==> config.mk <==
export PLATFORM = sky130hd
export DESIGN_NAME = fpa_add_unit
export DESIGN_NICKNAME = d
export VERILOG_FILES = /design/src/rtl/fpa_pkg.sv /design/src/rtl/fpa_classify.sv /design/src/rtl/fpa_add_unit.sv
export SDC_FILE = /design/constraint.sdc
export NUM_CORES = 1
export LEC_CHECK = 0
export ABC_AREA = 1
export CAP_MARGIN = 20
export CELL_PAD_IN_SITES_DETAIL_PLACEMENT = 2
export CELL_PAD_IN_SITES_GLOBAL_PLACEMENT = 2
export CORE_MARGIN = 5
export CORE_UTILIZATION = 31
export DETAILED_ROUTE_END_ITERATION = 8
export PLACE_DENSITY = 0.89
export SYNTH_ARGS = -nofsm -noshare
export SYNTH_HDL_FRONTEND = slang
export SYNTH_SLANG_ARGS = --single-unit
==> constraint.sdc <==
create_clock -name clk -period 3.6 [get_ports clk]
set_input_delay 0.54 -clock clk [delete_from_list [all_inputs] [get_ports clk]]
set_output_delay 0.54 -clock clk [all_outputs]
set_load 0.01 [all_outputs]
==> src/rtl/fpa_pkg.sv <==
`default_nettype none
// ============================================================================
// fpa_pkg: shared types and constants for the fpa_add_unit slice.  Rev 1.0
// ============================================================================
package fpa_pkg;

  localparam int FP_EXP_W  = 8;
  localparam int FP_FRAC_W = 23;
  localparam int FP_EXT_W  = 27;

  localparam logic [31:0] FP_QNAN = 32'h7FC00000;
  localparam logic [31:0] FP_PINF = 32'h7F800000;
  localparam logic [31:0] FP_NINF = 32'hFF800000;

  typedef enum logic [2:0] {
    IDLE   = 3'd0,
    UNPACK = 3'd1,
    ALIGN  = 3'd2,
    ADD    = 3'd3,
    NORM   = 3'd4,
    ROUND  = 3'd5,
    DONE   = 3'd6
  } fpa_state_t;

  typedef enum logic [1:0] {
    ZERO   = 2'd0,
    NORMAL = 2'd1,
    INF    = 2'd2,
    NAN    = 2'd3
  } fpa_class_t;

endpackage
`default_nettype wire

==> src/rtl/fpa_classify.sv <==
`default_nettype none
// ============================================================================
// fpa_classify: splits a single-precision operand into class/sign/exp/mantissa.  Rev 1.0
// ============================================================================
module fpa_classify
  import fpa_pkg::*;
(
  input  logic [31:0] i_op,
  output logic [1:0]  o_cls,
  output logic        o_sign,
  output logic [7:0]  o_exp,
  output logic [23:0] o_mant
);

  logic [FP_EXP_W-1:0]  w_exp;
  logic [FP_FRAC_W-1:0] w_frac;

  assign w_exp  = i_op[FP_EXP_W+FP_FRAC_W-1:FP_FRAC_W];
  assign w_frac = i_op[FP_FRAC_W-1:0];

  always_comb begin
    o_sign = i_op[31];
    o_exp  = w_exp;
    o_mant = {1'b1, w_frac};
    o_cls  = NORMAL;
    // Denormals are flushed: they classify as zero and carry no mantissa.
    if (w_exp == 8'd0) begin
      o_cls  = ZERO;
      o_mant = 24'd0;
    end else if (w_exp == 8'hFF) begin
      o_cls = (w_frac != '0) ? NAN : INF;
    end
  end

endmodule
`default_nettype wire

==> src/rtl/fpa_add_unit.sv <==
`default_nettype none
// ============================================================================
// fpa_add_unit: multi-cycle IEEE-754 single add/sub; FPA_STATUS_EN adds o_flags.  Rev 1.0
// ============================================================================
module fpa_add_unit
  import fpa_pkg::*;
#(
  parameter int NORM_MAX = 26
) (
  input  logic        clk,
  input  logic        rst_n,
  input  logic        i_start,
  input  logic        i_op_sub,
  input  logic [31:0] i_a,
  input  logic [31:0] i_b,
  output logic        o_ready,
  output logic        o_busy,
  output logic        o_done,
  output logic [31:0] o_result,
  output logic        o_zero
`ifdef FPA_STATUS_EN
  ,
  output logic [3:0]  o_flags
`endif
);

  localparam int CNT_W = $clog2(NORM_MAX + 1);

  fpa_state_t          r_state;
  logic [31:0]         r_a, r_b, r_result;
  logic                r_ready, r_busy, r_done, r_zero, r_s, r_eff_sub;
  logic [9:0]          r_e;
  logic [FP_EXT_W-1:0] r_mx, r_my, r_m;
  logic [CNT_W-1:0]    r_ncnt;

  logic [1:0]  w_cls_a, w_cls_b;
  logic        w_sa, w_sb;
  logic [7:0]  w_ea, w_eb;
  logic [23:0] w_ma, w_mb;

  fpa_classify u_cls_a (.i_op(r_a), .o_cls(w_cls_a), .o_sign(w_sa), .o_exp(w_ea), .o_mant(w_ma));
  fpa_classify u_cls_b (.i_op(r_b), .o_cls(w_cls_b), .o_sign(w_sb), .o_exp(w_eb), .o_mant(w_mb));

  logic        w_invalid, w_special;
  logic [31:0] w_spec_res;

  always_comb begin
    w_invalid  = (w_cls_a == NAN) || (w_cls_b == NAN) ||
                 ((w_cls_a == INF) && (w_cls_b == INF) && (w_sa != w_sb));
    w_special  = 1'b1;
    w_spec_res = FP_QNAN;
    if (w_invalid)                              w_spec_res = FP_QNAN;
    else if (w_cls_a == INF)                    w_spec_res = r_a;
    else if (w_cls_b == INF)                    w_spec_res = r_b;
    else if (w_cls_a == ZERO && w_cls_b == ZERO) w_spec_res = {w_sa & w_sb, 31'd0};
    else if (w_cls_a == ZERO)                   w_spec_res = r_b;
    else if (w_cls_b == ZERO)                   w_spec_res = r_a;
    else                                        w_special  = 1'b0;
  end

  logic                w_a_ge, w_s_l;
  logic [7:0]          w_e_l, w_d;
  logic [23:0]         w_m_l;
  logic [FP_EXT_W-1:0] w_ext_s, w_sh, w_aligned;

  // Larger magnitude goes to the X lane; the smaller one is shifted with sticky.
  always_comb begin
    w_a_ge    = {w_ea, w_ma} >= {w_eb, w_mb};
    w_s_l     = w_a_ge ? w_sa : w_sb;
    w_e_l     = w_a_ge ? w_ea : w_eb;
    w_m_l     = w_a_ge ? w_ma : w_mb;
    w_d       = w_a_ge ? (w_ea - w_eb) : (w_eb - w_ea);
    w_ext_s   = {(w_a_ge ? w_mb : w_ma), 3'b000};
    w_sh      = w_ext_s >> w_d[4:0];
    w_aligned = {w_sh[FP_EXT_W-1:1],
                 w_sh[0] | (|(w_ext_s & ((27'd1 << w_d[4:0]) - 27'd1)))};
    if (w_d >= 8'd27) w_aligned = 27'd1;
  end

  logic [FP_EXT_W:0] w_sum;
  assign w_sum = r_eff_sub ? ({1'b0, r_mx} - {1'b0, r_my}) : ({1'b0, r_mx} + {1'b0, r_my});

  logic w_norm_max, w_unf;
  assign w_norm_max = int'(r_ncnt) >= NORM_MAX;
  assign w_unf      = (r_m != '0) && !r_m[26] && !w_norm_max && (r_e == 10'd1);

  logic        w_inc, w_ovf;
  logic [24:0] w_rnd;
  logic [22:0] w_rm;
  logic [9:0]  w_re;
  logic [31:0] w_packed;

  always_comb begin
    w_inc = r_m[2] & (r_m[1] | r_m[0] | r_m[3]);
    w_rnd = {1'b0, r_m[26:3]} + {24'd0, w_inc};
    if (w_rnd[24]) begin
      w_rm = w_rnd[23:1];
      w_re = r_e + 10'd1;
    end else begin
      w_rm = w_rnd[22:0];
      w_re = r_e;
    end
    w_ovf    = w_re >= 10'd255;
    w_packed = w_ovf ? (r_s ? FP_NINF : FP_PINF) : {r_s, w_re[7:0], w_rm};
  end

  always_ff @(posedge clk or negedge rst_n) begin
    if (!rst_n) begin
      r_state   <= IDLE;
      r_a       <= '0;
      r_b       <= '0;
      r_result  <= '0;
      r_zero    <= 1'b1;
      r_done    <= 1'b0;
      r_ready   <= 1'b1;
      r_busy    <= 1'b0;
      r_s       <= 1'b0;
      r_eff_sub <= 1'b0;
      r_e       <= '0;
      r_mx      <= '0;
      r_my      <= '0;
      r_m       <= '0;
      r_ncnt    <= '0;
    end else begin
      r_done <= 1'b0;
      case (r_state)
        IDLE: if (i_start) begin
          r_a     <= i_a;
          r_b     <= {i_b[31] ^ i_op_sub, i_b[30:0]};
          r_ready <= 1'b0;
          r_busy  <= 1'b1;
          r_state <= UNPACK;
        end
        UNPACK: if (w_special) begin
          r_result <= w_spec_res;
          r_zero   <= (w_spec_res[30:0] == 31'd0);
          r_done   <= 1'b1;
          r_busy   <= 1'b0;
          r_state  <= DONE;
        end else begin
          r_state <= ALIGN;
        end
        ALIGN: begin
          r_mx      <= {w_m_l, 3'b000};
          r_my      <= w_aligned;
          r_e       <= {2'b00, w_e_l};
          r_s       <= w_s_l;
          r_eff_sub <= w_sa ^ w_sb;
          r_state   <= ADD;
        end
        ADD: begin
          if (w_sum[FP_EXT_W]) begin
            r_m <= {w_sum[FP_EXT_W:2], w_sum[1] | w_sum[0]};
            r_e <= r_e + 10'd1;
          end else begin
            r_m <= w_sum[FP_EXT_W-1:0];
          end
          r_ncnt  <= '0;
          r_state <= NORM;
        end
        NORM: begin
          if (r_m == '0 || (!r_m[26] && w_norm_max)) begin
            r_m     <= '0;
            r_s     <= 1'b0;
            r_e     <= '0;
            r_state <= ROUND;
          end else if (r_m[26]) begin
            r_state <= ROUND;
          end else if (w_unf) begin
            r_m     <= '0;
            r_e     <= '0;
            r_state <= ROUND;
          end else begin
            r_m    <= r_m << 1;
            r_e    <= r_e - 10'd1;
            r_ncnt <= r_ncnt + CNT_W'(1);
          end
        end
        ROUND: begin
          r_result <= w_packed;
          r_zero   <= (w_packed[30:0] == 31'd0);
          r_done   <= 1'b1;
          r_busy   <= 1'b0;
          r_state  <= DONE;
        end
        DONE: begin
          r_ready <= 1'b1;
          r_state <= IDLE;
        end
        default: r_state <= IDLE;
      endcase
    end
  end

`ifdef FPA_STATUS_EN
  // Flag order {invalid, overflow, underflow, inexact}; r_wflg accumulates mid-operation.
  logic [3:0] r_wflg, r_flags;
  always_ff @(posedge clk or negedge rst_n) begin
    if (!rst_n) begin
      r_wflg  <= '0;
      r_flags <= '0;
    end else begin
      case (r_state)
        IDLE:   if (i_start) begin
          r_wflg  <= '0;
          r_flags <= '0;
        end
        UNPACK: if (w_special) r_flags <= {w_invalid, 3'b000};
        NORM:   if (w_unf) r_wflg[1] <= 1'b1;
        ROUND:  r_flags <= r_wflg | {1'b0, w_ovf, 1'b0, (|r_m[2:0]) | w_ovf | r_wflg[1]};
        default: ;
      endcase
    end
  end
  assign o_flags = r_flags;
`endif

  assign o_ready  = r_ready;
  assign o_busy   = r_busy;
  assign o_done   = r_done;
  assign o_result = r_result;
  assign o_zero   = r_zero;

endmodule
`default_nettype wire

# Yosys cells after proc, flatten, opt, wreduce, memory -nomap -nowiden

Cells that the tools add are included.

Memory bits (writable): 0
ROM bits: 0
Word-level logic and storage cells: 166
Output and inout port bits: 36
Register bits: 198
Memories kept: 0
Latch bits: 0

Add/sub/neg operators: 9
Reductions and logical operators: 39
Div/mod/pow operators: 0
Multipliers: 0
Bitwise gates (word level): 9
Magnitude comparators: 4
Equality and inequality tests: 23
Mux-type cells: 64
Shift operators: 2

Operators by type and width:

| cell                  | count |
|---|---|
| $mux 32               | 9 |
| $mux 27               | 5 |
| $mux 24               | 4 |
| $pmux 32 s2           | 1 |
| $logic_not 31->1      | 2 |
| $pmux 27 s2           | 1 |
| $mux 10               | 5 |
| $reduce_bool 23->1    | 2 |
| $ge 32x32->1          | 1 |
| $pmux 10 s3           | 1 |
| $add 27x27->28        | 1 |
| $mux 28               | 1 |
| $sub 27x27->28        | 1 |
| $and 27x27->27        | 1 |
| $logic_not 27->1      | 1 |
| $reduce_bool 27->1    | 1 |
| $reduce_or 27->1      | 1 |
| $shl 1x5->27 const A  | 1 |
| $shr 27x5->27         | 1 |
| $sub 27x1->27 const B | 1 |
| $add 24x1->25         | 1 |
| $mux 23               | 1 |
| $pmux 3 s6            | 1 |
| $eq 8x8->1 const B    | 2 |
| other kinds (38)      | 104 |

# Depth between registers and ports, before layout

Gate-level depths: netlist of the first run.

Word-level depth: 14
Gate-level depth with buffers: 33

# Hierarchy

Synthesis of the first run repeated with hierarchy kept, for this count alone.

Cells, all modules: 2697
Area, all modules: 17610.6 µm²

By module, submodules not included:

| module       | area an instance (µm²) | cells an instance | sequential area each (µm²) | instances |
|---|---|---|---|---|
| fpa_add_unit | 16719.8                | 2499              | 4957.3                     | 1 |
| fpa_classify | 445.4                  | 99                | 0.0                        | 2 |

# Worst setup path after synthesis of the first run

No wires, ideal clock.

Path kind: flip-flop to flip-flop
Start: register r_a[24]
End: register r_my[0]
Period minus slack after synthesis: 3.680 ns
Cell stages (with the launch flop): 29
Setup slack: -0.080 ns
Required time: 3.482 ns
Data arrival time: 3.562 ns
Path through: dfrtp_1 > inv_1 > nand4_1 > nor2_1 > clkbuf_1 > nor2_1 > ha_1 > nand2_1 > inv_1 > nand2_1 > nand2_1 > nand2_1 > nand2_1 > a21oi_4 > nand2_4 > buf_6 > nand2_1 > nand2_1 > buf_4 > nor2_4 > o21ai_0 > nand2_1 > nand4_1 > nor2_1 > nand2_1 > nor2_1 > nand3_1 > nand2_1 > nand2_1

Cells in the longest elaborated chain, start to end: 10

RTL lines:

| element                | line                | RTL |
|---|---|---|
| from (decl)            | fpa_add_unit.sv:30  | `logic [31:0] r_a, r_b, r_result;` |
| from (signal assigned) | fpa_add_unit.sv:128 | `r_a <= i_a;` |
| $logic_not 8->1        | fpa_classify.sv:27  | `if (w_exp == 8'd0) begin` |
| $mux 24                | fpa_classify.sv:27  |  |
| $ge 32x32->1           | fpa_add_unit.sv:68  | `w_a_ge = {w_ea, w_ma} >= {w_eb, w_mb};` |
| $mux 8                 | fpa_add_unit.sv:72  | `w_d = w_a_ge ? (w_ea - w_eb) : (w_eb - w_ea);` |
| $shl 1x5->27           | fpa_add_unit.sv:76  | `w_sh[0] \| (\|(w_ext_s & ((27'd1 << w_d[4:0]) - 27'd1)))};` |
| $sub 27x1->27          | fpa_add_unit.sv:76  |  |
| $and 27x27->27         | fpa_add_unit.sv:76  |  |
| $reduce_or 27->1       | fpa_add_unit.sv:76  |  |
| $or 1x1->1             | fpa_add_unit.sv:76  |  |
| $mux 27 (*)            | fpa_add_unit.sv:77  | `if (w_d >= 8'd27) w_aligned = 27'd1;` |
| to (signal assigned)   | fpa_add_unit.sv:145 | `r_my <= w_aligned;` |
| to (decl)              | fpa_add_unit.sv:33  | `logic [FP_EXT_W-1:0] r_mx, r_my, r_m;` |

Mark *: on every way between the ends. The rest lies on a longest branch, timed or not.
A chain may end at the register's enable or synchronous reset.

# Worst setup path after layout of the first run

Start: register r_b[30]
End: register r_my[1]

Cells in the longest elaborated chain, start to end: 6

RTL lines:

| element                                     | line                                   | RTL |
|---|---|---|
| from (decl)                                 | fpa_add_unit.sv:30                     |  |
| from (signal assigned)                      | fpa_add_unit.sv:129                    | `r_b <= {i_b[31] ^ i_op_sub, i_b[30:0]};` |
| $logic_not 8->1                             | fpa_classify.sv:27                     |  |
| $mux 24                                     | fpa_classify.sv:27                     |  |
| $ge 32x32->1                                | fpa_add_unit.sv:68                     |  |
| $mux 8 or $mux 24 (tied branches)           | fpa_add_unit.sv:72, fpa_add_unit.sv:73 |  |
| $ge 8x5->1 or $shr 27x5->27 (tied branches) | fpa_add_unit.sv:77, fpa_add_unit.sv:74 |  |
| $mux 27 (*)                                 | fpa_add_unit.sv:77                     |  |

Marks and branches as above.

==> results.py, run 1 <==
metrics = {
    "logic_synthesis": {
        "ys_top_cells_by_count": "nand2_1 (606), inv_1 (290), o21ai_0 (217)",
        "synthSimpleGateAreaFrac": 0.291,
        "synth.top_cell.area_share": 0.296,
        "synth_top_cell_by_area": "dfrtp_1",
        "synth-seq-cells": 198,
        "synth_most_common_cell": "nand2_1",
        "synth_area_per_cell_um2": 6.74,
        "ys_types": 62,
        "synthArstFlopShare": 1.00,
        "synth_compound_area_frac": 0.194,
        "synthCells": 2462,
        "synth_top_family_by_area": "simple AND/OR/NAND/NOR gates",
        "synth_area_um2": 16600,
        "yosysSeqAreaShare": 0.299,
        "synth_nets": 2628,
        "synth.area.top_cells": "dfrtp_1 (30%), nand2_1 (14%), ha_1 (7.2%)",
        "synth_xor_area_frac": 0.0391,
        "synthFlopType": "dfrtp_1",
        "synth_edf_count": 0,
        "synth_fa_ha_area_frac": 0.0752,
        "muxShareOfSynthArea": 0.000603,
        "yosys_warnings": 0,
    },
    "finish": {
        "stdcell_count": 3573,
        "drive_gt1_frac": 0.286,
        "fillers": 5940,
        "synthToLayoutAreaGrowth_pct": 44.2,
        "layout.nets": 3027,
    },
    "run_status": {
        "outcome": "complete, but fails checks",
        "violations": "design-rule violations, max-capacitance violations, max-slew violations, negative setup slack",
    },
    "setup_path": {
        "required_ns": 4.07,
        "crit_fanout": 7,
        "start_kind": "register",
        "crit_arrival_ns": 5.92,
        "crit_type": "register to register",
        "slowest_delay_ns": 0.44,
        "slowest_stage": "nor2_2",
        "cp_common_cell": "nand2_1",
        "crit_path_end_kind": "register",
    },
    "timing": {
        "slew_violations": 4,
        "max_slew_margin": -0.181,
        "worst_slack_ns": -1.85,
        "max_slew.worst_pin.slew_ns": 1.75,
        "finalHoldViolations": 0,
        "setup_viol": 122,
        "layout_min_cycle_time_ns": 5.45,
        "final.setup_skew_ns": 0.0467,
        "grt_setup_unrepaired": "yes",
        "finalCritPeriodShare": 1.51,
        "max_freq_mhz": 183,
    },
    "placed_design": {
        "dp.cells": 3402,
        "port_buffers": 103,
        "gp_congestion": 0.995,
        "dpl.hpwl_mm": 77.1,
    },
    "routing": {
        "drtIter0Drc": 3357,
        "final_antenna_net_count": 0,
        "drt_wl_total_mm": 154,
        "via_per_inst": 7.06,
        "wl_per_cell_um": 43.1,
        "first_pass_iters": 8,
        "vias": 25218,
        "drcViolationCount": 1,
    },
    "cts": {
        "cts_hold_buf": 0,
        "clkSinkCount": 198,
        "clk_pin_slew_ns": 0.10,
        "cts_root_buf": "clkbuf_16",
        "cts_tree": "yes",
        "cts_made_buffers": 17,
        "cts_buffer_depth": 2,
        "htreeDepth": 4,
        "clk_latency_ns": 0.58,
    },
    "min_path": {
        "min_path_type": "primary input to async pin",
    },
    "die": {
        "initial_utilization": 0.315,
        "io_pins": 104,
        "die_y_um": 241,
        "core_um2": 52800,
        "die_w_um": 241,
        "die_area_um2": 58300,
        "num_rows": 84,
    },
    "grt": {
        "grt_pass1_vias": 24904,
        "antenna_found_initial": 25,
        "grt_pass1_wl_mm": 174,
        "grt_max_degree": 89,
        "grt_use_total": 0.405,
        "overflow": 0,
    },
    "flow_run": {
        "maxCapViolations": 2,
    },
}
## final timing paths
check	from	endpoint	slack (ns)	cells after the start
worst max-delay path	r_b[30]	r_my[1]	-1.85	29
worst min-delay path	rst_n	r_b[4]	0.01	1
worst max register to register	r_b[30]	r_my[1]	-1.85	29
worst min register to register	o_result[11]	o_result[11]	0.53	2
max in group asynchronous	rst_n	r_a[26]	2.37	2
min in group clk	o_result[11]	o_result[11]	0.53	2
## cells by family after synthesis
logic type      Yosys count
buf+inv                 425
flops                   198
mux                       1
compound gates          532
simple gates           1134
xor+xnor                 74
fa+ha+maj                98
## final cells by class
class / count / area [um2] / share of cell area
Antenna cell: 11 / 27.5 / 0.00115
Clock buffer: 20 / 447 / 0.0187
Clock inverter: 12 / 156 / 0.00654
Inverter: 304 / 1210 / 0.0506
Multi-Input combinational cell: 1840 / 11600 / 0.485
Sequential cell: 198 / 4960 / 0.207
Tap cell: 688 / 861 / 0.0360
Timing Repair Buffer: 499 / 4640 / 0.194
Timing Repair inverter: 1 / 8.76 / 0.000366
## what timing repair did
action | CTS | global route
hold endpoints to repair | 0 | 0
gates resized for setup | 150 | 400
setup endpoints to repair | 61 | 111
pin swaps | 13 | 106
setup buffers | 46 | 76
cloned | 5 | 10
## layout by cell type (no fill, tap or decap), types with 35 or more instances in the layout
cell type          n
a21oi_1          123
buf_4            337
clkdlybuf4s50_1  102
dfrtp_1          193
ha_1              74
inv_1            244
inv_2             44
nand2_1          508
nand2_2           76
nand3_1          162
nand3_2           46
nand4_1           40
nor2_1           140
nor3_1            35
o21ai_0          162
xor2_1            65
## registers in the layout (all words and copies together), names as in the netlist
signal	cells
o_result	32
r_a	32
r_b	32
r_m	27
r_my	27
r_mx	24
r_e	10
r_ncnt	5
r_state	3
o_busy	1
o_done	1
o_ready	1
o_zero	1
r_eff_sub	1
r_s	1
## layer usage
metal / vias up / GRT usage / share of wire
met5: - / 0 / 0.00067
met4: 16 / 0.336 / 0.13
met3: 1346 / 0.112 / 0.12
met2: 2590 / 0.661 / 0.43
met1: 12240 / 0.436 / 0.33
li1: 9026 / - / -
## stage by stage
stage | hold slack (ns) | util | setup TNS, ns | area, um2 | worst slack [ns]
CTS | 0.0988 | 0.411 | -10.72 | 21700 | -0.517
global route | 0.0674 | 0.453 | -77.42 | 23900 | -1.72
floorplan | 0.244 | - | 0 | 16600 | 0.0178
detailed placement | 0.484 | 0.382 | -18.00 | 20100 | -0.762
global placement | 0.472 | 0.382 | -1.28 | 20100 | -0.312
finish | 0.0111 | 0.453 | -85.34 | 23900 | -1.85
## critical path, delay by kind of cell, from the launching register on
family / cells / cell delay (ns)
AND/OR/NAND/NOR: 18 / 3.07
buffers and inverters: 6 / 0.81
AO/OA/AOI/OAI: 4 / 0.72
flip-flops: 1 / 0.42
adder cells (fa/ha/maj): 1 / 0.32
Power of run 1 is not shown: default switching activity piles up to over one toggle a cycle in this logic, so the estimate is an artifact.
==> inputs of run 2 (changes only) <==
--- a/config.mk
+++ b/config.mk
@@ -7,12 +7,11 @@
 export LEC_CHECK = 0
 export ABC_AREA = 1
 export CAP_MARGIN = 20
-export CELL_PAD_IN_SITES_DETAIL_PLACEMENT = 2
-export CELL_PAD_IN_SITES_GLOBAL_PLACEMENT = 2
 export CORE_MARGIN = 5
-export CORE_UTILIZATION = 31
+export CORE_UTILIZATION = 45
 export DETAILED_ROUTE_END_ITERATION = 8
-export PLACE_DENSITY = 0.89
+export MAX_ROUTING_LAYER = met4
+export PLACE_DENSITY = 0.77
 export SYNTH_ARGS = -nofsm -noshare
 export SYNTH_HDL_FRONTEND = slang
 export SYNTH_SLANG_ARGS = --single-unit
==> run 2 against run 1 <==
Effect of this change:
- via count is 25% lower
- non-clock buffer count is 131 lower
- first-iteration DRC count decreased by 43%
- core utilization increased by 13 points
- cell count decreased by 10%
- clock skew shrank 0.031 ns
- worst setup slack better by 1.6 ns
- critical path type unchanged
- highest routed layer is now met4
- the run ends with negative setup slack left
- final area decreased by 11%
- sequential cell count stayed put
==> results.py, run 2 (synthesis results as in run 1) <==
metrics = {
    "finish": {
        "stdcell_count": 3211,
        "final_util": 0.586,
        "synthToLayoutAreaGrowth_pct": 28.9,
        "seqCellArea_um2": 4960,
        "fillers": 3355,
        "num_antenna_cells": 0,
        "drive_gt1_frac": 0.186,
        "mostFrequentLayoutCells": "nand2_1 (554), inv_1 (271), buf_4 (238)",
        "layout.nets": 2896,
        "layout_commonest_cell": "nand2_1",
        "design_area_um2": 21400,
        "multi_input_area_um2": 10700,
    },
    "setup_path": {
        "critical_path.top_delay_family": "simple AND/OR/NAND/NOR gates",
        "crit_arrival_ns": 4.23,
        "crit_fanout": 8,
        "crit_type": "register to register",
        "slowest_delay_ns": 0.37,
        "path_buf_inv": 9,
        "required_ns": 3.96,
        "slowest_stage": "dfrtp_1",
        "cp_common_cell": "nand2_1",
        "start_kind": "register",
        "crit_path_end_kind": "register",
    },
    "placed_design": {
        "dp.cells": 3151,
        "dpl.hpwl_mm": 50.7,
        "port_buffers": 103,
        "gp_congestion": 1.07,
        "placed_area_um2": 19600,
    },
    "cts": {
        "cts_tree": "yes",
        "cts_buffer_depth": 2,
        "clkSinkCount": 198,
        "clk_latency_ns": 0.47,
        "clk_pin_slew_ns": 0.08,
        "cts_made_buffers": 17,
        "cts_root_buf": "clkbuf_16",
        "htreeDepth": 4,
    },
    "timing": {
        "slew_violations": 0,
        "grt_setup_unrepaired": "yes",
        "max_freq_mhz": 258,
        "final.setup_skew_ns": 0.0157,
        "max_slew_margin": 0.277,
        "finalHoldViolations": 0,
        "layout_min_cycle_time_ns": 3.87,
        "finalCritPeriodShare": 1.07,
        "setup_viol": 32,
        "worst_slack_ns": -0.270,
        "max_slew.worst_pin.slew_ns": 1.07,
    },
    "die": {
        "num_rows": 70,
        "core_um2": 36500,
        "die_y_um": 202,
        "io_pins": 104,
        "initial_utilization": 0.454,
        "die_area_um2": 40800,
        "die_w_um": 202,
    },
    "run_status": {
        "violations": "negative setup slack",
        "outcome": "complete, but fails checks",
    },
    "routing": {
        "first_pass_iters": 6,
        "drcViolationCount": 0,
        "dr_wl_met2_mm": 29.4,
        "drtIter0Drc": 1904,
        "via_per_inst": 5.86,
        "vias": 18804,
        "topRoutingLayerUsed": "met4",
        "drt_wl_total_mm": 64.9,
        "wl_per_cell_um": 20.2,
        "final_antenna_net_count": 0,
        "drt-met1-wl_mm": 26.8,
        "wl_met3_mm": 5.79,
    },
    "min_path": {
        "min_path_type": "primary input to async pin",
    },
    "flow_run": {
        "maxCapViolations": 0,
    },
    "grt": {
        "overflow": 0,
        "antenna_found_initial": 3,
        "grt_pass1_vias": 17709,
        "grt_max_degree": 85,
        "grt_pass1_wl_mm": 98.2,
        "grt_use_total": 0.311,
    },
}
[run 2: stage by stage]
| stage | worst slack, ns | hold slack [ns] | setup TNS [ns] |
|---|---|---|---|
| after floorplan | 0.0178 | 0.244 | 0 |
| after global placement | -0.116 | 0.471 | -0.576 |
| after detailed placement | -0.261 | 0.472 | -2.33 |
| after CTS | -0.0760 | 0.142 | -0.288 |
| after global routing | -0.419 | 0.160 | -9.92 |
| final | -0.270 | 0.105 | -5.78 |
[run 2: repair_timing]
action | 4_1_cts | 5_1_grt
cloned | 0 | 6
pin swaps | 2 | 44
hold buffers | 0 | 0
setup buffers | 0 | 23
endpoints found under the setup margin | 38 | 69
resized for setup | 26 | 216
[run 2: worst paths after layout]
kind                                    from      endpoint  slack [ns]  cells past startpoint
worst max-delay path                 r_b[29]       r_my[0]       -0.27                     30
worst min-delay path                   rst_n        r_b[5]        0.11                      1
worst max register to register       r_b[29]       r_my[0]       -0.27                     30
worst min register to register  o_result[27]  o_result[27]        0.49                      2
max in group asynchronous              rst_n       o_ready        2.57                      2
min in group clk                o_result[27]  o_result[27]        0.49                      2
[run 2: layer usage]
layer  vias to the layer above  global-route usage
met5                         -                   -
met4                         0               0.111
met3                       197              0.0624
met2                       956               0.485
met1                      8907               0.406
li1                       8744                   -
[run 2: layout make-up]
type,instances,area share
multi-input combinational,1840,0.502
sequential,198,0.232
timing repair buffer,368,0.154
inverter,304,0.0545
tap,468,0.0274
clock buffer,19,0.0202
clock inverter,13,0.00971
timing repair inverter,1,0.000761
Power of run 2 is left out for the same reason.
